File: src/rtl/issue_ctrl_if.sv
// ---------------------------------------------------------------------------
// issue_ctrl_pkg / issue_ctrl_if
//
// Purpose: shared ALU opcode type plus the decoder <-> scheduler bundle used
// by issue_ctrl.
//
// Port summary (interface members):
//   i_valid, i_select_a/b/c, i_is_write, i_is_load, i_is_store, i_is_cmp,
//   i_alu_op, i_flush   : decoded instruction presented by the decoder
//   o_ready, o_issue    : combinational issue decision
//   o_stall_raw/waw/div : reason the presented instruction is held
//   o_pending           : per-register "result outstanding" vector
//   o_div_busy          : multi-cycle divider occupied
//
// Modports: master = decoder side, slave = scheduler side.
// ---------------------------------------------------------------------------
package issue_ctrl_pkg;
    typedef enum logic [2:0] {
        ALU_ADD = 3'd0,
        ALU_SUB = 3'd1,
        ALU_AND = 3'd2,
        ALU_OR  = 3'd3,
        ALU_XOR = 3'd4,
        ALU_MUL = 3'd5,
        ALU_DIV = 3'd6,
        ALU_NOP = 3'd7
    } alu_op_e;
endpackage

interface issue_ctrl_if #(
    parameter int NUM_REG = 32
);
    localparam int REG_SELECT = $clog2(NUM_REG);

    logic                        i_valid;
    logic [REG_SELECT-1:0]       i_select_a;
    logic [REG_SELECT-1:0]       i_select_b;
    logic [REG_SELECT-1:0]       i_select_c;
    logic                        i_is_write;
    logic                        i_is_load;
    logic                        i_is_store;
    logic                        i_is_cmp;
    issue_ctrl_pkg::alu_op_e     i_alu_op;
    logic                        i_flush;

    logic                        o_ready;
    logic                        o_issue;
    logic                        o_stall_raw;
    logic                        o_stall_waw;
    logic                        o_stall_div;
    logic [NUM_REG-1:0]          o_pending;
    logic                        o_div_busy;

    modport master (
        output i_valid, i_select_a, i_select_b, i_select_c,
               i_is_write, i_is_load, i_is_store, i_is_cmp,
               i_alu_op, i_flush,
        input  o_ready, o_issue, o_stall_raw, o_stall_waw, o_stall_div,
               o_pending, o_div_busy
    );

    modport slave (
        input  i_valid, i_select_a, i_select_b, i_select_c,
               i_is_write, i_is_load, i_is_store, i_is_cmp,
               i_alu_op, i_flush,
        output o_ready, o_issue, o_stall_raw, o_stall_waw, o_stall_div,
               o_pending, o_div_busy
    );
endinterface

File: src/rtl/issue_ctrl.sv
// ---------------------------------------------------------------------------
// issue_ctrl
//
// Purpose: in-order issue scheduler. Holds the decoded instruction until its
// sources/destination carry no outstanding result and, for DIV, the divider
// is idle. A per-register countdown (scoreboard) is loaded with the latency
// of the producing operation on issue and counts down to zero.
//
// Ports:
//   i_clk  : clock, rising edge
//   i_rst  : synchronous active-high reset (clears scoreboard and divider)
//   bus    : issue_ctrl_if.slave (instruction in, issue/stall/status out)
//
// Optional feature: define ISSUE_CTRL_FWD_EN to let ALU-class results with
// one cycle left (cnt == 1) be treated as available for hazard checks.
// ---------------------------------------------------------------------------
module issue_ctrl
    import issue_ctrl_pkg::*;
#(
    parameter int NUM_REG  = 32,
    parameter int LAT_ALU  = 1,
    parameter int LAT_MUL  = 3,
    parameter int LAT_DIV  = 8,
    parameter int LAT_LOAD = 2
) (
    input  logic        i_clk,
    input  logic        i_rst,
    issue_ctrl_if.slave bus
);
    localparam int REG_SELECT = $clog2(NUM_REG);
    localparam int LAT_M0     = (LAT_ALU > LAT_MUL) ? LAT_ALU : LAT_MUL;
    localparam int LAT_M1     = (LAT_M0 > LAT_DIV) ? LAT_M0 : LAT_DIV;
    localparam int LAT_MAX    = (LAT_M1 > LAT_LOAD) ? LAT_M1 : LAT_LOAD;
    localparam int CW         = $clog2(LAT_MAX + 1);

    logic [NUM_REG-1:0]    pending_vec;
    logic [NUM_REG-1:0]    blocked_vec;   // pending as seen by hazard checks
    logic [REG_SELECT-1:0] dest_sel;
    logic [CW-1:0]         lat_sel;
    logic                  is_div;
    logic                  raw_c;
    logic                  waw_c;
    logic                  div_c;
    logic                  ready_c;
    logic                  issue_c;
    logic                  div_busy;
    logic [CW-1:0]         div_cnt_reg;
    logic [CW-1:0]         div_cnt_next;
    logic                  unused_flags;

    // Store and compare flags only matter to the decoder; a non-writing
    // instruction is handled purely through i_is_write being low.
    assign unused_flags = ^{bus.i_is_store, bus.i_is_cmp};

    // ---------------- hazard evaluation ----------------
    assign dest_sel = bus.i_is_load ? bus.i_select_b : bus.i_select_c;
    assign is_div   = (bus.i_alu_op == ALU_DIV) && bus.i_is_write;

    always_comb begin
        lat_sel = CW'(LAT_ALU);
        if (bus.i_is_load) begin
            lat_sel = CW'(LAT_LOAD);
        end else if (bus.i_alu_op == ALU_MUL) begin
            lat_sel = CW'(LAT_MUL);
        end else if (bus.i_alu_op == ALU_DIV) begin
            lat_sel = CW'(LAT_DIV);
        end
    end

    // Source B is the load destination for LW, so it is not a read then.
    assign raw_c   = blocked_vec[bus.i_select_a] ||
                     (!bus.i_is_load && blocked_vec[bus.i_select_b]);
    assign waw_c   = bus.i_is_write && blocked_vec[dest_sel];
    assign div_c   = is_div && div_busy;
    assign ready_c = !i_rst && !raw_c && !waw_c && !div_c;
    assign issue_c = bus.i_valid && ready_c && !bus.i_flush;

`ifdef ISSUE_CTRL_FWD_EN
    logic alu_class;
    assign alu_class = !bus.i_is_load &&
                       (bus.i_alu_op != ALU_MUL) && (bus.i_alu_op != ALU_DIV);
`endif

    // ---------------- per-register scoreboard ----------------
    generate
        for (genvar gi = 0; gi < NUM_REG; gi++) begin : g_reg
            logic [CW-1:0] cnt_reg;
            logic [CW-1:0] cnt_next;
            logic          load_hit;

            assign load_hit = issue_c && bus.i_is_write &&
                              (dest_sel == REG_SELECT'(gi));

            // A new producer overrides the running countdown.
            always_comb begin
                cnt_next = cnt_reg;
                if (load_hit) begin
                    cnt_next = lat_sel;
                end else if (cnt_reg != '0) begin
                    cnt_next = cnt_reg - CW'(1);
                end
            end

            always_ff @(posedge i_clk) begin
                if (i_rst) begin
                    cnt_reg <= '0;
                end else begin
                    cnt_reg <= cnt_next;
                end
            end

            assign pending_vec[gi] = (cnt_reg != '0);

`ifdef ISSUE_CTRL_FWD_EN
            logic fwd_reg;

            always_ff @(posedge i_clk) begin
                if (i_rst) begin
                    fwd_reg <= 1'b0;
                end else if (load_hit) begin
                    fwd_reg <= alu_class;
                end
            end

            // Last cycle of an ALU result can be bypassed to the consumer.
            assign blocked_vec[gi] = pending_vec[gi] &&
                                     !((cnt_reg == CW'(1)) && fwd_reg);
`else
            assign blocked_vec[gi] = pending_vec[gi];
`endif
        end
    endgenerate

    // ---------------- divider occupancy ----------------
    always_comb begin
        div_cnt_next = div_cnt_reg;
        if (issue_c && is_div) begin
            div_cnt_next = CW'(LAT_DIV);
        end else if (div_cnt_reg != '0) begin
            div_cnt_next = div_cnt_reg - CW'(1);
        end
    end

    always_ff @(posedge i_clk) begin
        if (i_rst) begin
            div_cnt_reg <= '0;
        end else begin
            div_cnt_reg <= div_cnt_next;
        end
    end

    assign div_busy = (div_cnt_reg != '0);

    // ---------------- outputs ----------------
    assign bus.o_ready     = ready_c;
    assign bus.o_issue     = issue_c;
    assign bus.o_stall_raw = bus.i_valid && !i_rst && raw_c;
    assign bus.o_stall_waw = bus.i_valid && !i_rst && waw_c;
    assign bus.o_stall_div = bus.i_valid && !i_rst && div_c;
    assign bus.o_pending   = pending_vec;
    assign bus.o_div_busy  = div_busy;

endmodule

File: src/flat_wrapper.sv
// flat-port wrapper written by rule: the top's interface ports become plain ports
module issue_ctrl_flat import issue_ctrl_pkg::*;
#(
    parameter int NUM_REG  = 32,
    parameter int LAT_ALU  = 1,
    parameter int LAT_MUL  = 3,
    parameter int LAT_DIV  = 8,
    parameter int LAT_LOAD = 2
)
  (i_clk, i_rst, bus_i_valid, bus_i_select_a, bus_i_select_b, bus_i_select_c, bus_i_is_write, bus_i_is_load, bus_i_is_store, bus_i_is_cmp, bus_i_alu_op, bus_i_flush, bus_o_ready, bus_o_issue, bus_o_stall_raw, bus_o_stall_waw, bus_o_stall_div, bus_o_pending, bus_o_div_busy);
  issue_ctrl_if #(.NUM_REG(NUM_REG)) bus_i ();
  input  logic i_clk;
  input  logic i_rst;
  input wire logic [$bits(bus_i.i_valid)-1:0] bus_i_valid;
  input wire logic [$bits(bus_i.i_select_a)-1:0] bus_i_select_a;
  input wire logic [$bits(bus_i.i_select_b)-1:0] bus_i_select_b;
  input wire logic [$bits(bus_i.i_select_c)-1:0] bus_i_select_c;
  input wire logic [$bits(bus_i.i_is_write)-1:0] bus_i_is_write;
  input wire logic [$bits(bus_i.i_is_load)-1:0] bus_i_is_load;
  input wire logic [$bits(bus_i.i_is_store)-1:0] bus_i_is_store;
  input wire logic [$bits(bus_i.i_is_cmp)-1:0] bus_i_is_cmp;
  input wire logic [$bits(bus_i.i_alu_op)-1:0] bus_i_alu_op;
  input wire logic [$bits(bus_i.i_flush)-1:0] bus_i_flush;
  output wire logic [$bits(bus_i.o_ready)-1:0] bus_o_ready;
  output wire logic [$bits(bus_i.o_issue)-1:0] bus_o_issue;
  output wire logic [$bits(bus_i.o_stall_raw)-1:0] bus_o_stall_raw;
  output wire logic [$bits(bus_i.o_stall_waw)-1:0] bus_o_stall_waw;
  output wire logic [$bits(bus_i.o_stall_div)-1:0] bus_o_stall_div;
  output wire logic [$bits(bus_i.o_pending)-1:0] bus_o_pending;
  output wire logic [$bits(bus_i.o_div_busy)-1:0] bus_o_div_busy;
  assign bus_i.i_valid = bus_i_valid;
  assign bus_i.i_select_a = bus_i_select_a;
  assign bus_i.i_select_b = bus_i_select_b;
  assign bus_i.i_select_c = bus_i_select_c;
  assign bus_i.i_is_write = bus_i_is_write;
  assign bus_i.i_is_load = bus_i_is_load;
  assign bus_i.i_is_store = bus_i_is_store;
  assign bus_i.i_is_cmp = bus_i_is_cmp;
  assign bus_i.i_alu_op = bus_i_alu_op;
  assign bus_i.i_flush = bus_i_flush;
  assign bus_o_ready = bus_i.o_ready;
  assign bus_o_issue = bus_i.o_issue;
  assign bus_o_stall_raw = bus_i.o_stall_raw;
  assign bus_o_stall_waw = bus_i.o_stall_waw;
  assign bus_o_stall_div = bus_i.o_stall_div;
  assign bus_o_pending = bus_i.o_pending;
  assign bus_o_div_busy = bus_i.o_div_busy;
  issue_ctrl #(.NUM_REG(NUM_REG), .LAT_ALU(LAT_ALU), .LAT_MUL(LAT_MUL), .LAT_DIV(LAT_DIV), .LAT_LOAD(LAT_LOAD)) u_core (.i_clk(i_clk), .i_rst(i_rst), .bus(bus_i));
endmodule
File: config.mk
export PLATFORM = sky130hd
export DESIGN_NAME = issue_ctrl_flat
export DESIGN_NICKNAME = d
export VERILOG_FILES = /design/src/rtl/issue_ctrl_if.sv /design/src/rtl/issue_ctrl.sv /design/src/flat_wrapper.sv
export SDC_FILE = /design/constraint.sdc
export NUM_CORES = 1
export LEC_CHECK = 0
export CAP_MARGIN = 30
export CELL_PAD_IN_SITES_DETAIL_PLACEMENT = 2
export CELL_PAD_IN_SITES_GLOBAL_PLACEMENT = 2
export CORE_MARGIN = 2
export CORE_UTILIZATION = 32
export DETAILED_ROUTE_END_ITERATION = 10
export PLACE_DENSITY = 0.8
export SKIP_CTS_REPAIR_TIMING = 1
export SYNTH_ARGS = -nofsm -noshare
export SYNTH_HDL_FRONTEND = slang
export SYNTH_SLANG_ARGS = --single-unit
File: constraint.sdc
create_clock -name i_clk -period 3.6 [get_ports i_clk]
set_input_delay 0.54 -clock i_clk [delete_from_list [all_inputs] [get_ports i_clk]]
set_output_delay 0.54 -clock i_clk [all_outputs]
set_load 0.05 [all_outputs]
=== Yosys cells after proc, flatten, opt, wreduce, memory -nomap -nowiden ===
Index checks and enable logic that the tools add are counted.
W data, S select, Z words.

* Output and inout bits: 38
* Input port bits: 26
* Logic and storage cells: 301
* Flip-flop bits (word level): 132

* Mux-type cells: 76
* Magnitude comparators: 3
* Reductions and logical operators: 122
* Equality and inequality tests: 33
* Add/sub/neg operators: 33

{| class="wikitable"
|+ Operators with widths
! kind !! count
|-
| $mux W4 || 69
|-
| $reduce_bool A4 Y1 || 33
|-
| $sub A4 B1 Y4 const B || 33
|-
| $eq A5 B5 Y1 const B || 16
|-
| $reduce_bool A2 Y1 || 33
|-
| $logic_and A1 B1 Y1 || 47
|-
| $eq A5 B4 Y1 const B || 8
|-
| $eq A5 B3 Y1 const B || 4
|-
| $lt A5 B6 Y1 const B || 3
|-
| $bmux W1 S5 || 3
|-
| $eq A5 B2 Y1 const B || 2
|-
| $eq A3 B3 Y1 const B || 2
|-
| $logic_not A1 Y1 || 6
|-
| $eq A5 B1 Y1 const B || 1
|-
| $logic_not A5 Y1 || 1
|-
| $mux W5 || 1
|-
| $mux W1 || 3
|-
| $reduce_or A2 Y1 || 1
|-
| $logic_or A1 B1 Y1 || 1
|}

=== Logic depth before layout (Yosys ltp) ===
* Depth in word-level cells: 14
* Mapped depth: 12
* Gate-level depth less buffers: 10

=== Worst setup path after synthesis ===
No wires, ideal clock.

* Path kind: reg2out
* From: register u_core.g_reg[29].cnt_reg[0]
* To: output port bus_o_issue
* Slack: -1.510 ns
* Cell stages (with the launch flop): 12
* Data arrival time: 4.570 ns
* Path through: dfxtp_1 inv_1 ha_1 nor3b_1 inv_1 mux2_2 a211o_1 o221a_2 nor4b_4 buf_6 nand2_2 nor4b_1

* Word-level cells in the longest chain between the ends: 11
* Elaborated cells on any way between the ends: 17

{| class="wikitable"
|+ Ends and longest elaborated chain
! what !! RTL line !! RTL
|-
| start, declared || issue_ctrl.sv:87 || <nowiki>logic [CW-1:0] cnt_reg;</nowiki>
|-
| start signal, assigned || issue_ctrl.sv:108 || <nowiki>cnt_reg <= cnt_next;</nowiki>
|-
| $reduce_bool A4 Y1 (*) || issue_ctrl.sv:112 || <nowiki>assign pending_vec[gi] = (cnt_reg != '0);</nowiki>
|-
| net bus_o_pending[29] || flat_wrapper.sv:29 || <nowiki>output wire logic [$bits(bus_i.o_pending)-1:0] bus_o_pending;</nowiki>
|-
| $bmux W1 S5 || issue_ctrl.sv:72 || <nowiki>(!bus.i_is_load && blocked_vec[bus.i_select_b]);</nowiki>
|-
| $mux W1 (implied by the code) || issue_ctrl.sv:72 ||
|-
| $logic_and A1 B1 Y1 || issue_ctrl.sv:72 ||
|-
| $logic_or A1 B1 Y1 || issue_ctrl.sv:71 || <nowiki>assign raw_c = blocked_vec[bus.i_select_a] ||</nowiki>
|-
| $logic_not A1 Y1 || issue_ctrl.sv:75 || <nowiki>assign ready_c = !i_rst && !raw_c && !waw_c && !div_c;</nowiki>
|-
| $logic_and A1 B1 Y1 || issue_ctrl.sv:75 ||
|-
| $logic_and A1 B1 Y1 (*) (2 in a row) || issue_ctrl.sv:75 ||
|-
| $logic_and A1 B1 Y1 (*) (2 in a row) || issue_ctrl.sv:76 || <nowiki>assign issue_c = bus.i_valid && ready_c && !bus.i_flush;</nowiki>
|-
| end, declared || flat_wrapper.sv:25 || <nowiki>output wire logic [$bits(bus_i.o_issue)-1:0] bus_o_issue;</nowiki>
|}

The timed path passes the listed nets; every way through them passes the cells marked *. The select of a mux whose other input is x is not followed.

=== Final worst setup path ===
* From: register u_core.g_reg[6].cnt_reg[0]
* To: output port bus_o_issue

* Word-level cells in the longest chain between the ends: 11
* Elaborated cells on any way between the ends: 17

{| class="wikitable"
|+ Ends and longest elaborated chain
! what !! RTL line
|-
| start, declared || issue_ctrl.sv:87
|-
| start signal, assigned || issue_ctrl.sv:108
|-
| $reduce_bool A4 Y1 (*) || issue_ctrl.sv:112
|-
| $bmux W1 S5 || issue_ctrl.sv:72
|-
| $mux W1 (implied by the code) || issue_ctrl.sv:72
|-
| $logic_and A1 B1 Y1 || issue_ctrl.sv:72
|-
| $logic_or A1 B1 Y1 || issue_ctrl.sv:71
|-
| $logic_not A1 Y1 || issue_ctrl.sv:75
|-
| $logic_and A1 B1 Y1 || issue_ctrl.sv:75
|-
| $logic_and A1 B1 Y1 (*) (2 in a row) || issue_ctrl.sv:75
|-
| $logic_and A1 B1 Y1 (*) (2 in a row) || issue_ctrl.sv:76
|}

Mark *: on every way between the ends. The rest lies on a longest branch, timed or not. The select of a mux whose other input is x is not followed.

==> flow_summary.json <==
{
  "yosysTopAreaCellShare": 0.3076,
  "yosys_warnings": 0,
  "synth_top_cell_by_area": "dfxtp_1",
  "setup_slack_ns": -0.1466,
  "critPathKind": "reg -> out",
  "grt.busiest_layer": "met2",
  "clk_pin_slew_ns": 0.06,
  "startpoint_type": "flop",
  "firstDrtPassIters": 5,
  "globalRouteOverflowTotal": 0,
  "die_w_um": 167.8,
  "violations": "setup timing",
  "cp-startpoint": "u_core.g_reg[6].cnt_reg[0]",
  "endpoint": "bus_o_issue",
  "synth_cell_types": 65,
  "crit_fanout": 4,
  "coreArea_mm2": 0.02621,
  "ff2ff_path_depth": 12,
  "maxSlewViolCount": 0,
  "fin_crit_sh": 1.041,
  "ys_seq_elements": 132,
  "use_met1": 0.2788,
  "powerDensity_mw_per_mm2": 1058,
  "die_h_um": 167.8,
  "drt_wl_total_mm": 37.76,
  "drv_cap": 0,
  "clock_skew_ns": 0.01610,
  "async_reset_ff_frac": 0,
  "cts_buffer_depth": 2,
  "rsz0062_at_grt": "true",
  "vdd_drop_max_mv": 0.7177,
  "grt_pass1_vias": 9728,
  "cts_tree": "built",
  "hold_viol": 0,
  "grt_use_met2": 0.4743,
  "synthesis.nets": 1128,
  "drc": 0,
  "rows": 59,
  "ant_nets": 0,
  "htree_levels": 4,
  "grt_max_degree": 86,
  "final_nets": 1285,
  "final-seq-area_mm2": 0.002648,
  "area_delta_synth_final_pct": 33.76,
  "start_util": 0.3278,
  "hp-class": "reg -> reg",
  "p_total_mw": 12.16,
  "yosys_most_used_dff": "dfxtp_1",
  "grt_usage": 0.2506,
  "ys_seq_area_frac": 0.3076,
  "io_buffers": 61,
  "reg2reg_from": "u_core.g_reg[28].cnt_reg[1]",
  "min_period_ns": 3.747,
  "root_buffer": "clkbuf_16",
  "clkSinkCount": 132,
  "hp-start": "u_core.g_reg[8].cnt_reg[2]",
  "cp.required_ns": 3.06,
  "fin_setup_tns_ns": -0.2669,
  "die_area_mm2": 0.02817,
  "drt-wirelength-per-cell_um": 24.01,
  "vias": 9020,
  "outcome": "finished with violations",
  "antenna_found_initial": 0,
  "setup_viol": 3,
  "routabilityCongestion": 0.9209,
  "grtUsageMet3": 0.03644,
  "largest_reg_flops": 128,
  "numCtsBuffers": 17,
  "grt_pass1_wl_mm": 54.34,
  "synthCells": 1068,
  "ios": 64,
  "viasPerCell": 5.734,
  "nFillCells": 2882,
  "tightest_slew_ns": 0.9481,
  "drt_iter0_markers": 431,
  "crit_path_end_kind": "output port",
  "clk_latency_ns": 0.45,
  "post-route-cell-area_mm2": 0.01149,
  "slew_headroom": 0.3679,
  "syn_area_mm2": 0.008591,
  "reg2reg_slack_ns": 0.12,
  "worst-endpoint-arrival_ns": 3.21,
  "synth_edf_count": 0,
  "place_area_mm2": 0.01046,
  "power.leakage_nw": 4.775,
  "clock.fmax_mhz": 266.9,
  "avgSynthCellArea_um2": 8.044,
  "multi_input_area_mm2": 0.005724,
  "r2r-end": "u_core.g_reg[22].cnt_reg[3]",
  "antenna_cells": 0,
  "synth_area_leaders": "dfxtp_1 31%, mux2_2 8.4%, nor2_1 6.1%",
  "pre_cts_ws_ns": -0.2914,
  "dp_hpwl_mm": 24.97,
  "final_layout_size_suffix_gt1_frac": 0.2859
}
[synthesized netlist by cell type (10+ instances only)]
cell,n
dfxtp_1,132
a211o_1,32
o21ai_0,26
a21oi_1,56
ha_1,34
or3_1,34
or2_2,19
clkbuf_1,45
xnor2_1,33
nor2_1,139
inv_1,87
mux2i_1,43
or3b_2,14
nor3b_1,24
nand3_1,22
nand2_1,82
nand4_1,18
mux2_2,64
buf_2,10
o22ai_1,24
nor3_1,41
[critical path: stages (launching register included)]
cell and delay [ns]:
dfxtp_1 0.36, inv_2 0.08, ha_4 0.14, or3b_4 0.40
buf_4 0.16, mux2_2 0.25, o221a_2 0.27, a211oi_1 0.21
o22a_1 0.22, buf_6 0.13, nand2_4 0.07, nor4b_4 0.28
buf_12 0.18
[final cells by class]
class / instances / share of cell area
tap: 335 / 0.03648
sequential: 132 / 0.2304
inverter: 87 / 0.02896
clock buffer: 20 / 0.03974
timing repair buffer: 202 / 0.1570
clock inverter: 12 / 0.009255
multi-input combinational: 785 / 0.4981
[report_power, final]
part / total, mW / switching [mW] / internal [mW]
clock network: 1.75 / 0.762 / 0.985
registers: 2.58 / 0.528 / 2.05
logic: 7.84 / 4.54 / 3.30
[layer usage]
metal / vias to the layer above / routed length (um)
met5: - / 0
met4: 0 / 1936
met3: 134 / 1591
met2: 273 / 19550
met1: 4549 / 14690
li1: 4064 / -
[metrics by stage]
step | hold slack (ns) | cells | utilization
floorplan | 0.4651 | 1068 | -
global placement | 0.4856 | 1526 | 0.3991
detailed placement | 0.4990 | 1526 | 0.3991
CTS | 0.5104 | 1558 | 0.4206
global route | 0.5270 | 1573 | 0.4385
finish | 0.5051 | 1573 | 0.4385
[logic make-up (layout without fill, tap and decap cells)]
logic type,Yosys count,in the layout,synth area share
and+or+nand+nor,423,423,0.2480
AOI/OAI and AO/OA,182,182,0.1439
buffers and inverters,151,321,0.07020
adders and majority gates,34,34,0.04952
DFF,132,132,0.3076
xor gates and xnor gates,33,33,0.03364
muxes,113,113,0.1471
[worst min-delay path by stage]
| stage | cells past startpoint | end |
|---|---|---|
| 6_report | 2 | u_core.g_reg[8].cnt_reg[2] |
| 3_3_place_gp | 2 | u_core.g_reg[9].cnt_reg[2] |
| 5_1_grt | 2 | u_core.g_reg[8].cnt_reg[2] |
| 4_1_cts | 2 | u_core.g_reg[8].cnt_reg[2] |
| 3_5_place_dp | 2 | u_core.g_reg[8].cnt_reg[2] |
| 2_1_floorplan | 2 | u_core.g_reg[8].cnt_reg[2] |
[placed cells by master, fill, tap and decap left out, types with 8 or more instances in the layout]
cell type	Yosys	final
or3_1	34	34
inv_1	87	77
a21oi_1	56	54
nand4_1	18	18
inv_2	0	8
xnor2_1	33	33
ha_1	34	23
buf_4	0	130
nor2_1	139	135
mux2_2	64	63
o21ai_0	26	24
mux2i_1	43	40
clkdlybuf4s50_1	0	56
nor3b_1	24	10
buf_12	0	10
a211o_1	32	32
nor3b_2	0	11
or2_2	19	19
nor3_1	41	37
nand2_1	82	81
or3b_4	0	11
clkbuf_16	0	17
o22ai_1	24	24
dfxtp_1	132	128
nand3_1	22	21
Note: power is estimated with default switching activity, not from simulation.
